File: src/rtl/keypad_num_entry.sv
// keypad_num_entry: multi-digit decimal entry from keypad key codes.
// Edits a BCD buffer with a cursor and shows it on active-low seven-segment
// patterns. ENTER converts the buffer to binary one digit per cycle and
// offers the result on a valid/ready handshake.
// Optional macro CURSOR_BLINK_EN: blinks the cursor digit's dp while idle.
module keypad_num_entry #(
  parameter int DIGITS    = 3,
  parameter int VAL_W     = 10,
  parameter int NEXT_CODE = 12,
  parameter int DEL_CODE  = 13,
  parameter int CLR_CODE  = 14,
  parameter int ENT_CODE  = 15,
  parameter int BLINK_DIV = 25_000_000,
  localparam int CW = (DIGITS > 1) ? $clog2(DIGITS) : 1
) (
  input  logic                  clk,
  input  logic                  rst,
  input  logic                  en,
  input  logic                  key_vld,
  input  logic [3:0]            key_code,
  input  logic                  out_ready,
  output logic                  out_valid,
  output logic [VAL_W-1:0]      value,
  output logic                  busy,
  output logic [CW-1:0]         cursor,
  output logic [8*DIGITS-1:0]   seg
);

  localparam int AW = VAL_W + 4;
  localparam logic [3:0] BLANK = 4'hF;
  localparam logic [CW-1:0] CUR_MAX = CW'(DIGITS - 1);
  localparam logic [CW-1:0] CUR_ONE = CW'(1);

  typedef enum logic [1:0] {S_IDLE, S_CONV, S_DONE} state_t;

  state_t              state_reg, state_next;
  logic                key_vld_d_reg;
  logic [3:0]          slot_reg  [DIGITS];
  logic [3:0]          slot_next [DIGITS];
  logic [CW-1:0]       cursor_reg, cursor_next;
  logic [CW-1:0]       idx_reg;
  logic [AW-1:0]       acc_reg, acc_next;
  logic [VAL_W-1:0]    value_reg;
  logic                out_valid_reg;
  logic [8*DIGITS-1:0] seg_reg, seg_next;
  logic                evt_ok;
  logic                ent_evt;
  logic [3:0]          conv_digit;
  logic                cur_lit;

  // Segment pattern for one slot; bit 7 (dp) is replaced by the caller.
  function automatic logic [7:0] seg_pat(input logic [3:0] d);
    case (d)
      4'd0: seg_pat = 8'hC0;
      4'd1: seg_pat = 8'hF9;
      4'd2: seg_pat = 8'hA4;
      4'd3: seg_pat = 8'hB0;
      4'd4: seg_pat = 8'h99;
      4'd5: seg_pat = 8'h92;
      4'd6: seg_pat = 8'h82;
      4'd7: seg_pat = 8'hF8;
      4'd8: seg_pat = 8'h80;
      4'd9: seg_pat = 8'h90;
      default: seg_pat = 8'hF7;
    endcase
  endfunction

  // A key press counts once, on its rising edge, and only while idle and enabled.
  assign evt_ok  = key_vld & ~key_vld_d_reg & en & (state_reg == S_IDLE);
  assign ent_evt = evt_ok & (key_code == 4'(ENT_CODE));

  // Key-press edge detector.
  always_ff @(posedge clk or posedge rst) begin
    if (rst) key_vld_d_reg <= 1'b0;
    else     key_vld_d_reg <= key_vld;
  end

  // Buffer/cursor editing for digit, NEXT, DEL and CLR keys.
  always_comb begin
    slot_next   = slot_reg;
    cursor_next = cursor_reg;
    if (evt_ok) begin
      if (key_code <= 4'd9) begin
        slot_next[cursor_reg] = key_code;
        if (cursor_reg != CUR_MAX) cursor_next = cursor_reg + CUR_ONE;
      end else if (key_code == 4'(NEXT_CODE)) begin
        cursor_next = (cursor_reg == CUR_MAX) ? '0 : cursor_reg + CUR_ONE;
      end else if (key_code == 4'(DEL_CODE)) begin
        if (slot_reg[cursor_reg] == BLANK && cursor_reg != '0) begin
          cursor_next = cursor_reg - CUR_ONE;
          slot_next[cursor_reg - CUR_ONE] = BLANK;
        end else begin
          slot_next[cursor_reg] = BLANK;
        end
      end else if (key_code == 4'(CLR_CODE)) begin
        for (int i = 0; i < DIGITS; i++) slot_next[i] = BLANK;
        cursor_next = '0;
      end
    end
  end

  // Buffer and cursor registers.
  always_ff @(posedge clk or posedge rst) begin
    if (rst) begin
      for (int i = 0; i < DIGITS; i++) slot_reg[i] <= BLANK;
      cursor_reg <= '0;
    end else begin
      slot_reg   <= slot_next;
      cursor_reg <= cursor_next;
    end
  end

  // FSM state register.
  always_ff @(posedge clk or posedge rst) begin
    if (rst) state_reg <= S_IDLE;
    else     state_reg <= state_next;
  end

  // FSM next-state: ENTER starts conversion, last digit finishes it, ready releases it.
  always_comb begin
    state_next = state_reg;
    case (state_reg)
      S_IDLE: if (ent_evt) state_next = S_CONV;
      S_CONV: if (idx_reg == CUR_MAX) state_next = S_DONE;
      S_DONE: if (out_ready) state_next = S_IDLE;
      default: state_next = S_IDLE;
    endcase
  end

  // Multiply-accumulate step; blank slots contribute zero.
  assign conv_digit = (slot_reg[idx_reg] == BLANK) ? 4'd0 : slot_reg[idx_reg];
  assign acc_next   = acc_reg * AW'(10) + AW'(conv_digit);

  // Conversion datapath and output handshake registers.
  always_ff @(posedge clk or posedge rst) begin
    if (rst) begin
      acc_reg       <= '0;
      idx_reg       <= '0;
      value_reg     <= '0;
      out_valid_reg <= 1'b0;
    end else begin
      case (state_reg)
        S_IDLE: if (ent_evt) begin
          acc_reg <= '0;
          idx_reg <= '0;
        end
        S_CONV: begin
          acc_reg <= acc_next;
          idx_reg <= idx_reg + CUR_ONE;
          if (idx_reg == CUR_MAX) begin
            value_reg     <= acc_next[VAL_W-1:0];
            out_valid_reg <= 1'b1;
          end
        end
        S_DONE: if (out_ready) out_valid_reg <= 1'b0;
        default: ;
      endcase
    end
  end

`ifdef CURSOR_BLINK_EN
  localparam int BW = $clog2(BLINK_DIV + 1);
  logic [BW-1:0] blink_cnt_reg;
  logic          blink_phase_reg;

  // Blink timebase: phase flips every BLINK_DIV cycles.
  always_ff @(posedge clk or posedge rst) begin
    if (rst) begin
      blink_cnt_reg   <= '0;
      blink_phase_reg <= 1'b0;
    end else if (blink_cnt_reg == BW'(BLINK_DIV - 1)) begin
      blink_cnt_reg   <= '0;
      blink_phase_reg <= ~blink_phase_reg;
    end else begin
      blink_cnt_reg <= blink_cnt_reg + BW'(1);
    end
  end

  assign cur_lit = blink_phase_reg & en & (state_reg == S_IDLE);
`else
  assign cur_lit = 1'b0;
`endif

  // Per-digit display pattern; digit 0 lands in the most significant byte.
  for (genvar gi = 0; gi < DIGITS; gi++) begin : g_seg
    logic [7:0] pat;
    assign pat = seg_pat(slot_reg[gi]);
    assign seg_next[8*(DIGITS-1-gi) +: 8] = {~(cur_lit && (cursor_reg == CW'(gi))), pat[6:0]};
  end

  // Display register, one cycle behind the buffer.
  always_ff @(posedge clk or posedge rst) begin
    if (rst) seg_reg <= {DIGITS{8'hF7}};
    else     seg_reg <= seg_next;
  end

  assign out_valid = out_valid_reg;
  assign value     = value_reg;
  assign busy      = (state_reg != S_IDLE);
  assign cursor    = cursor_reg;
  assign seg       = seg_reg;

endmodule

File: config.mk
export PLATFORM = sky130hd
export DESIGN_NAME = keypad_num_entry
export DESIGN_NICKNAME = d
export VERILOG_FILES = /design/src/rtl/keypad_num_entry.sv
export SDC_FILE = /design/constraint.sdc
export NUM_CORES = 1
export LEC_CHECK = 0
export BUFFER_PORTS_ARGS = -buffer_cell sky130_fd_sc_hd__buf_2
export CAP_MARGIN = 20
export CORE_MARGIN = 2
export CORE_UTILIZATION = 41
export CTS_BUF_LIST = sky130_fd_sc_hd__clkbuf_16
export DETAILED_ROUTE_END_ITERATION = 8
export GPL_ROUTABILITY_DRIVEN = 0
export MAX_ROUTING_LAYER = met4
export PLACE_DENSITY = 0.71
export SYNTH_ARGS = -nofsm -noshare
export SYNTH_HDL_FRONTEND = slang
export SYNTH_SLANG_ARGS = --single-unit
File: constraint.sdc
create_clock -name clk -period 4.1 [get_ports clk]
set_input_delay 0.205 -clock clk [delete_from_list [all_inputs] [get_ports clk]]
set_output_delay 0.205 -clock clk [all_outputs]
set_load 0.01 [all_outputs]
== After elaboration in Yosys (flattened, before gate mapping) ==
Memories as Yosys holds them, arrays and structs flattened. A register that Yosys moved wholly into a read port is not among the register bits.
Index checks and enable logic that the tools add are counted.
W data, S select, Z words.
Word-level totals
  bits in read-only memories: 336
  input port bits: 9
  bits in registers: 44
  memories kept: 3
  word-level logic and storage cells: 102
  output and inout bits: 38
Operators by class
  $lt $le $gt $ge: 6
  reductions and logical operators: 16
  equality and inequality tests: 17
  bitwise gates (word level): 10
  add/subtract/negate cells: 4
  multipliers: 1
  multiplexer cells: 35
Memories
  (no name shown): depth 16, bits a word 7, read ports 1, clocked after Yosys merged registers in 1, wr ports 0, RTL line 53  | case (d)
  (no name shown): depth 16, bits a word 7, read ports 1, clocked after Yosys merged registers in 1, wr ports 0, RTL line 53
  (no name shown): depth 16, bits a word 7, read ports 1, clocked after Yosys merged registers in 1, wr ports 0, RTL line 53
Operators with widths (number)
  $mux W12: 5
  $mux W4: 7
  $pmux W14 S2: 1
  $eq A4 B4 Y1 const B: 6
  $or A12 B12 Y12: 2
  $mux W2: 11
  $bmux W4 S2: 2
  $demux W4 S2: 2
  $add A14 B4 Y14: 1
  $mul A14 B3 Y13 const B: 1
  $mux W14: 1
  $bwmux W12: 1
  $ne A2 B2 Y1 const B: 5
  $ge A3 B3 Y1 const B: 3
  $not A2 Y3: 3
  $reduce_and A3 Y1: 3
  $reduce_bool A2 Y1: 4
  $eq A2 B2 Y1 const B: 3
  $lt A3 B1 Y1 const B: 2
  $pmux W2 S3: 1
  $add A2 B1 Y2 const B: 2
  $and A1 B1 Y1: 4
  $le A4 B4 Y1 const B: 1
  $ne A4 B3 Y1 const B: 1
  13 further kinds: 17

== Longest topological paths before layout ==
Gate-level depths: netlist (run 1).
  depth in word-level cells: 11
  depth in mapped cells: 12
  mapped depth without buffers: 11

== Least setup slack after synthesis (run 1) ==
Ideal clock, no wire load.
  path kind: reg2reg
  start point: reg slot_reg[10] in the netlist's numbering
  end point: reg value_reg[9] (netlist: value[9])
  clock period less this slack: 2789 ps
  setup time: 131 ps
  cell stages (with the launch flop): 13
  data arrival time: 2658 ps
  buffers on the path: 1
  data required time: 3969 ps
  path slack: 1311 ps
  cell sequence: dfstp_2 -> clkbuf_1 -> mux2i_1 -> o22ai_1 -> and4_1 -> nor2b_1 -> ha_1 -> fa_1 -> a21o_1 -> nand4_1 -> nor4b_2 -> xnor3_1 -> o21ai_1
Between the ends
  word-level cells in the longest chain between the ends: 6
Ends and longest elaborated chain
  from (decl): RTL line 38  | logic [3:0] slot_reg [DIGITS];
  from (signal assigned): RTL line 108  | slot_reg <= slot_next;
  $bmux W4 S2 *: RTL line 131  | assign conv_digit = (slot_reg[idx_reg] == BLANK) ? 4'd0 : slot_reg[idx_reg];
  $mux W4 (implied by the code) * (2 in a row): RTL line 131
  $eq A4 B4 Y1: RTL line 131
  $mux W4 *: RTL line 131
  $add A14 B4 Y14 *: RTL line 132  | assign acc_next = acc_reg * AW'(10) + AW'(conv_digit);
  to (signal assigned): RTL line 151  | value_reg <= acc_next[VAL_W-1:0];
  to (decl): RTL line 43  | logic [VAL_W-1:0] value_reg;
Every way passes the cells marked *; elsewhere a longest branch is shown, timed or not. The select of a mux whose other input is x is not followed.
A chain may end at the register's enable or synchronous reset.

== Final worst setup path (run 1) ==
  start point: reg slot_reg[11] in the netlist's numbering
  end point: reg value_reg[9] (netlist: value[9])
The elaborated chain is that of the path after synthesis.

==> results of run 1 <==
==> synth_stat cells (all sizes together) (10+ instances only) <==
cell / n / area (um2)
nor2b: 11 / 68.8
dfrtp: 30 / 751
nor2: 29 / 109
clkbuf: 16 / 60.1
nand2b: 12 / 75.1
o22ai: 10 / 62.6
o21ai: 29 / 145
ha: 34 / 425
a21oi: 42 / 210
inv: 20 / 75.1
dfstp: 30 / 788
nand2: 39 / 146
==> logic make-up after synthesis <==
family | after synthesis
other cells | 1
simple gates | 115
compound gates | 118
flops | 60
xor+xnor | 11
fa+ha+maj | 36
mux | 11
buf+inv | 42
==> report_power, final <==
group	switching (mW)	internal, mW	total, mW
clock	0.260	0.586	0.846
sequential	0.298	0.960	1.26
combinational	1.06	0.792	1.85
==> layout make-up <==
cell class	count	area, um2	area share, %
Tap cell	108	135	3.13
Timing Repair Buffer	46	243	5.62
Inverter	20	75.1	1.74
Clock buffer	9	225	5.21
Clock inverter	7	109	2.52
Sequential cell	60	1540	35.6
Multi-Input combinational cell	294	2000	46.2
==> placed cells by master, fill, tap and decap left out, types with 3 or more instances in the layout <==
cell type	n
a31oi_1	4
o22ai_1	10
ha_1	34
mux2i_1	9
bufinv_16	3
inv_1	22
buf_2	43
xor2_1	7
dfrtp_1	30
o21ai_0	27
a21oi_1	42
nand4_1	4
a221o_1	4
nand3_1	6
nor3_1	4
nand2_1	39
xnor2_1	3
nor2b_1	11
dfstp_2	30
nand2b_1	12
clkbuf_16	9
nor2_1	29
conb_1	3
a21o_1	4
==> per-layer routing <==
metal	routed length [um]	part of all wire (%)	vias up	GRT usage, %
li1	-	-	1459	-
met1	3610	45	1447	21.5
met2	3970	49	79	28.8
met3	337	4.2	17	3.40
met4	173	2.1	0	8.96
met5	0	0	-	-
==> stage by stage <==
step | utilization, % | cell area (um2) | cells | hold slack, ns
finish | 49.6 | 4320 | 544 | 0.136
global route | 49.6 | 4320 | 544 | 0.189
CTS | 49.6 | 4320 | 544 | 0.130
detailed placement | 45.5 | 3970 | 526 | 0.240
global placement | 45.5 | 3970 | 526 | 0.235
floorplan | - | 3710 | 396 | 0.236
==> final timing paths <==
kind / endpoint / slack (ns) / cells after the start
hold / removal: state_reg[1] / 0.14 / 4
setup / recovery: value[9] / 1.16 / 11
hold reg to reg: value[6] / 0.47 / 2
max in group asynchronous: seg[20] / 2.80 / 4
min in group asynchronous: seg[11] / 0.43 / 3
setup reg to reg: value[9] / 1.16 / 11
==> worst min-delay path, stage by stage <==
cell and delay [ns]:
buf_2 0.09, nor2_1 0.04, nand2_1 0.05, nand2_1 0.05
==> repair_timing <==
| action | in CTS | in global routing |
|---|---|---|
| hold buffers | 2 | 0 |
| endpoints found under the hold margin | 5 | 0 |
| setup buffers | 0 | 0 |
| resized for setup | 0 | 0 |
==> results.txt, run 1 <==
status: completed
max_cap viols: 0
largest net degree at the start of global routing: 40
vias per cell: 5.52
number of flip-flops in the largest register: 21
synthesized instance count: 394
Yosys reg bits: 60
crit path capture type: flop
skew final: 0.00654 ns
Max Transition Viols Final: 0
Synth Area in Compound Gates: 19.5%
via count: 3002
CP bufs+invs: 0
final setup TNS: 0 ns
Worst EP arrival: 3.13 ns
core area: 8720 um2
# fillers: 812
port buffer count: 43
HP Start: out_ready
DRT antenna net count: 0
first-pass GRT wire length: 13800 um
total power: 3.95 mW
Die ar.: 9810 um2
FP Rows: 34
average routed wire per standard cell: 14.9 um
Die X: 99.0 um
Clock transition at path regs: 0.05 ns
Post-synth EDFFs: 0
min Tclk post-route: 2.94 ns
xor and xnor area share after synthesis: 2.97%
Final Worst Setup Slack: 1.16 ns
clock root buffer: clkbuf_16
io pins: 47
Vert. Die Dim: 99.0 um
antenna cells: 0
post-synth cell types: 54
initial antenna violation count: 0
Cell Chain, Critical Path: mux2i_1 -> o22ai_1 -> and4_1 -> nor2b_1 -> ha_1 -> fa_1 -> a21o_1 -> nand4_1 -> nor4b_2 -> xnor3_1 -> o21ai_1
RSZ-0062 raised after global routing: false
RR Startpoint: slot_reg[11]
Num CTS Buffers: 9
Leak: 2.04 nW
# H-tree levels: 3
worst rel slew slack: 31.5%
Routed WL: 8090 um
fraction of registers with async set/reset: 100%
worst-path fanout max: 14
Finish-stage setup viols: 0
crit path from: slot_reg[11]
crit share post-route: 71.7%
HP Class: in -> reg
Crit path largest cell delay: 0.66 ns
syn avg cell area: 9.40 um2
Synthesis Warnings: 0
Synth Area in Adders: 12.6%
vias in the first global route: 3019
layout cell share with drive strength beyond 1: 21.6%
Final Hold Viols: 0
WS Path Type: reg -> reg
multiplexer share of the synthesized area: 3.04%
largest family of logic cells by synthesized area: compound AO/OA/AOI/OAI gates
Worst-Skew Late Latency: 0.33 ns
Nets: 476
CP delay by family, top: flip-flops
CTS Sinks: 60
first-pass detailed-route iteration total: 5
grt ovf: 0
Primary FF master, synth: dfstp_2
Area growth syn-to-layout: 16.7%
Simple-Gate Fraction of Synth Area: 15.5%
CTS tree: yes
GR Util All Layers: 17.9%
CP Data Required Time: 4.29 ns
clk buf depth: 2
DP HPWL: 5640 um
Initial Util: 42.5%
Slowest-stage cell, CP: dfstp_2
fmax: 340 MHz
Setup WS pre-CTS: 1.14 ns
worst-margin pin slew: 1.02 ns
Mapped Area: 3700 um2
peak supply drop: 0.000306 V
post-synthesis sequential area ratio: 41.6%
drt drc: 0
P per Cell Area: 914 nW/um2
DRC marker count from the first detailed-route iteration: 129
CP startpoint kind: flop
(Power assumes the default switching activity.)
==> run 2: changes to the inputs <==
Clock period 4.1 ns to 2.8 ns, I/O delays scaled along.
==> run 2 against run 1 <==
Compared with the run above:
- core utilization up 1.7 points
- critical path depth down 3
- register-to-register slack worse by 0.96 ns
- via count up 2.2%
- total power up 51%
- critical endpoint unchanged
- first-iteration DRC count down 15%
- sequential share of layout area down 1.1 points
- largest cell class unchanged
- cell area up 3.4%
- combinational power up 70%
- sequential power up 30%
==> results.txt, run 2 (synthesized netlist as in run 1, its figures left out) <==
io pins: 47 (unchanged)
Slowest-stage cell, CP: dfrtp_1
Area growth syn-to-layout: 20.7%
CTS tree: yes
worst-path fanout max: 4 (-10)
Max Transition Viols Final: 0 (unchanged)
largest net degree at the start of global routing: 35 (-13%)
crit path capture type: flop
Final Worst Setup Slack: 0.196 ns (-0.964 ns)
vias in the first global route: 3065 (+1.5%)
HP Class: in -> reg
Final Hold Viols: 0 (unchanged)
CP dominant cell by count: ha_1
initial antenna violation count: 0 (unchanged)
first-pass GRT wire length: 14200 um (+3.1%)
CP Data Required Time: 3.04 ns (-1.25 ns)
worst rel slew slack: 30.0% (-1.5 points)
layout cell share with drive strength beyond 1: 26.8% (+5.3 points)
CP delay by family, top: adder cells
core area: 8720 um2 (unchanged)
CP bufs+invs: 0 (unchanged)
Die X: 99.0 um (unchanged)
CTS Sinks: 60 (unchanged)
Worst-Skew Late Latency: 0.32 ns (about the same)
CP startpoint kind: flop
# H-tree levels: 3 (unchanged)
port buffer count: 43 (unchanged)
Placed Cells: 543 (+3.2%)
Num CTS Buffers: 9 (unchanged)
min Tclk post-route: 2.60 ns (-0.336 ns)
via count: 3067 (+2.2%)
Die ar.: 9810 um2 (unchanged)
Initial Util: 42.5% (unchanged)
first-pass detailed-route iteration total: 6 (+1)
Cell Chain, Critical Path: ha_1 -> ha_1 -> fa_1 -> xor2_2 -> nand4_1 -> nor4b_2 -> xnor3_1 -> o21ai_1
number of flip-flops in the largest register: 21 (unchanged)
DRT antenna net count: 0 (unchanged)
grt ovf: 0 (unchanged)
fmax: 384 MHz (+13%)
FP Rows: 34 (unchanged)
non-filler instance count after layout: 563 (+3.5%)
vias per cell: 5.45 (-1.3%)
Leak: 2.10 nW (+3.2%)
most frequent cells in the layout: buf_2 (43), a21oi_1 (42), nand2_1 (39)
Finish-stage setup viols: 0 (unchanged)
P per Cell Area: 1330 nW/um2 (+46%)
Vert. Die Dim: 99.0 um (unchanged)
antenna cells: 0 (unchanged)
Worst EP arrival: 2.85 ns (-0.28 ns)
drt drc: 0 (unchanged)
GR Util All Layers: 18.5% (+0.56 points)
clk buf depth: 2 (unchanged)
peak supply drop: 0.000539 V (+76%)
WS Path Type: reg -> reg
Setup WS pre-CTS: -0.114 ns (-1.25 ns)
DP HPWL: 5950 um (+5.6%)
area occupied by registers: 1540 um2 (+0.16%)
max_cap viols: 0 (unchanged)
Clock transition at path regs: 0.05 ns (about the same)
skew final: 0.00504 ns (-0.00150 ns)
DRC marker count from the first detailed-route iteration: 110 (-15%)
Nets: 495 (+4.0%)
worst-margin pin slew: 1.05 ns (+0.0231 ns)
Routed WL: 8390 um (+3.7%)
clock root buffer: clkbuf_16
multi-input logic area: 2020 um2 (+1.1%)
average routed wire per standard cell: 14.9 um (+0.25%)
# fillers: 816 (+0.49%)
crit share post-route: 93.0% (+21 points)
status: completed
most common cell after layout, fill and taps aside: buf_2
Crit path largest cell delay: 0.45 ns (-0.21 ns)
-- run 2: cell types whose count changed in the layout (fill, tap and decap cells not counted), moves of 2 or more --
cell     before  now
dfrtp_1      30   28
dfrtp_2       0    2
buf_4         1   19
inv_1        22   20
-- run 2: through the flow --
stage | cell area, um2 | hold WS [ns] | TNS (ns) | power [mW] | utilization (%)
after CTS | 4450 | 0.0702 | 0 | 5.92 | 51.0
after detailed placement | 4100 | 0.0993 | -0.114 | 4.68 | 47.0
after floorplan | 3710 | 0.171 | 0 | 3.77 | -
after global routing | 4470 | 0.0775 | -0.00248 | 6.45 | 51.3
final | 4470 | 0.0812 | 0 | 5.96 | 51.3
after global placement | 4100 | 0.100 | 0 | 4.56 | 47.0
-- run 2: tightest hold or removal path: cells and delay by family --
| family | cells | cell delay (ns) |
|---|---|---|
| and+or+nand+nor | 3 | 0.14 |
| buffers and inverters | 1 | 0.09 |
-- run 2: routing by layer --
layer / vias up / track usage [%] / wire [um]
li1: 1499 / - / -
met1: 1494 / 21.8 / 3650
met2: 62 / 30.6 / 4310
met3: 12 / 4.04 / 295
met4: 0 / 7.48 / 129
met5: - / - / 0
-- run 2: layout make-up --
| type | instances | area share (%) |
|---|---|---|
| multi-input combinational | 294 | 45.2 |
| sequential | 60 | 34.5 |
| timing repair buffer | 65 | 8.54 |
| clock buffer | 9 | 5.04 |
| tap | 108 | 3.02 |
| clock inverter | 7 | 2.07 |
| inverter | 20 | 1.68 |
-- run 2: what timing repair did --
action | CTS | global route
resized for setup | 2 | 7
hold buffers | 2 | 0
pin swaps | 0 | 2
endpoints found under the setup margin | 1 | 4
setup buffers | 2 | 0
hold endpoints to repair | 11 | 0
gates cloned | 0 | 0
-- run 2: power by group --
part	internal [mW]	total (mW)	leakage [nW]	switching, mW
logic	1.36	3.15	1.26	1.80
registers	1.40	1.64	0.693	0.243
clock network	0.774	1.16	0.153	0.388
total	3.53	5.96	2.10	2.43
-- run 2: path summary, 6_finish.rpt --
| path | from | endpoint | slack (ns) | cells after the start |
|---|---|---|---|---|
| max in group asynchronous | rst | slot_reg[9] | 1.75 | 4 |
| setup / recovery | acc_reg[1] | value[9] | 0.20 | 8 |
| setup reg to reg | acc_reg[1] | value[9] | 0.20 | 8 |
| min in group asynchronous | rst | value[8] | 0.30 | 3 |
| hold reg to reg | value[5] | value[5] | 0.47 | 2 |
| hold / removal | out_ready | state_reg[1] | 0.08 | 4 |
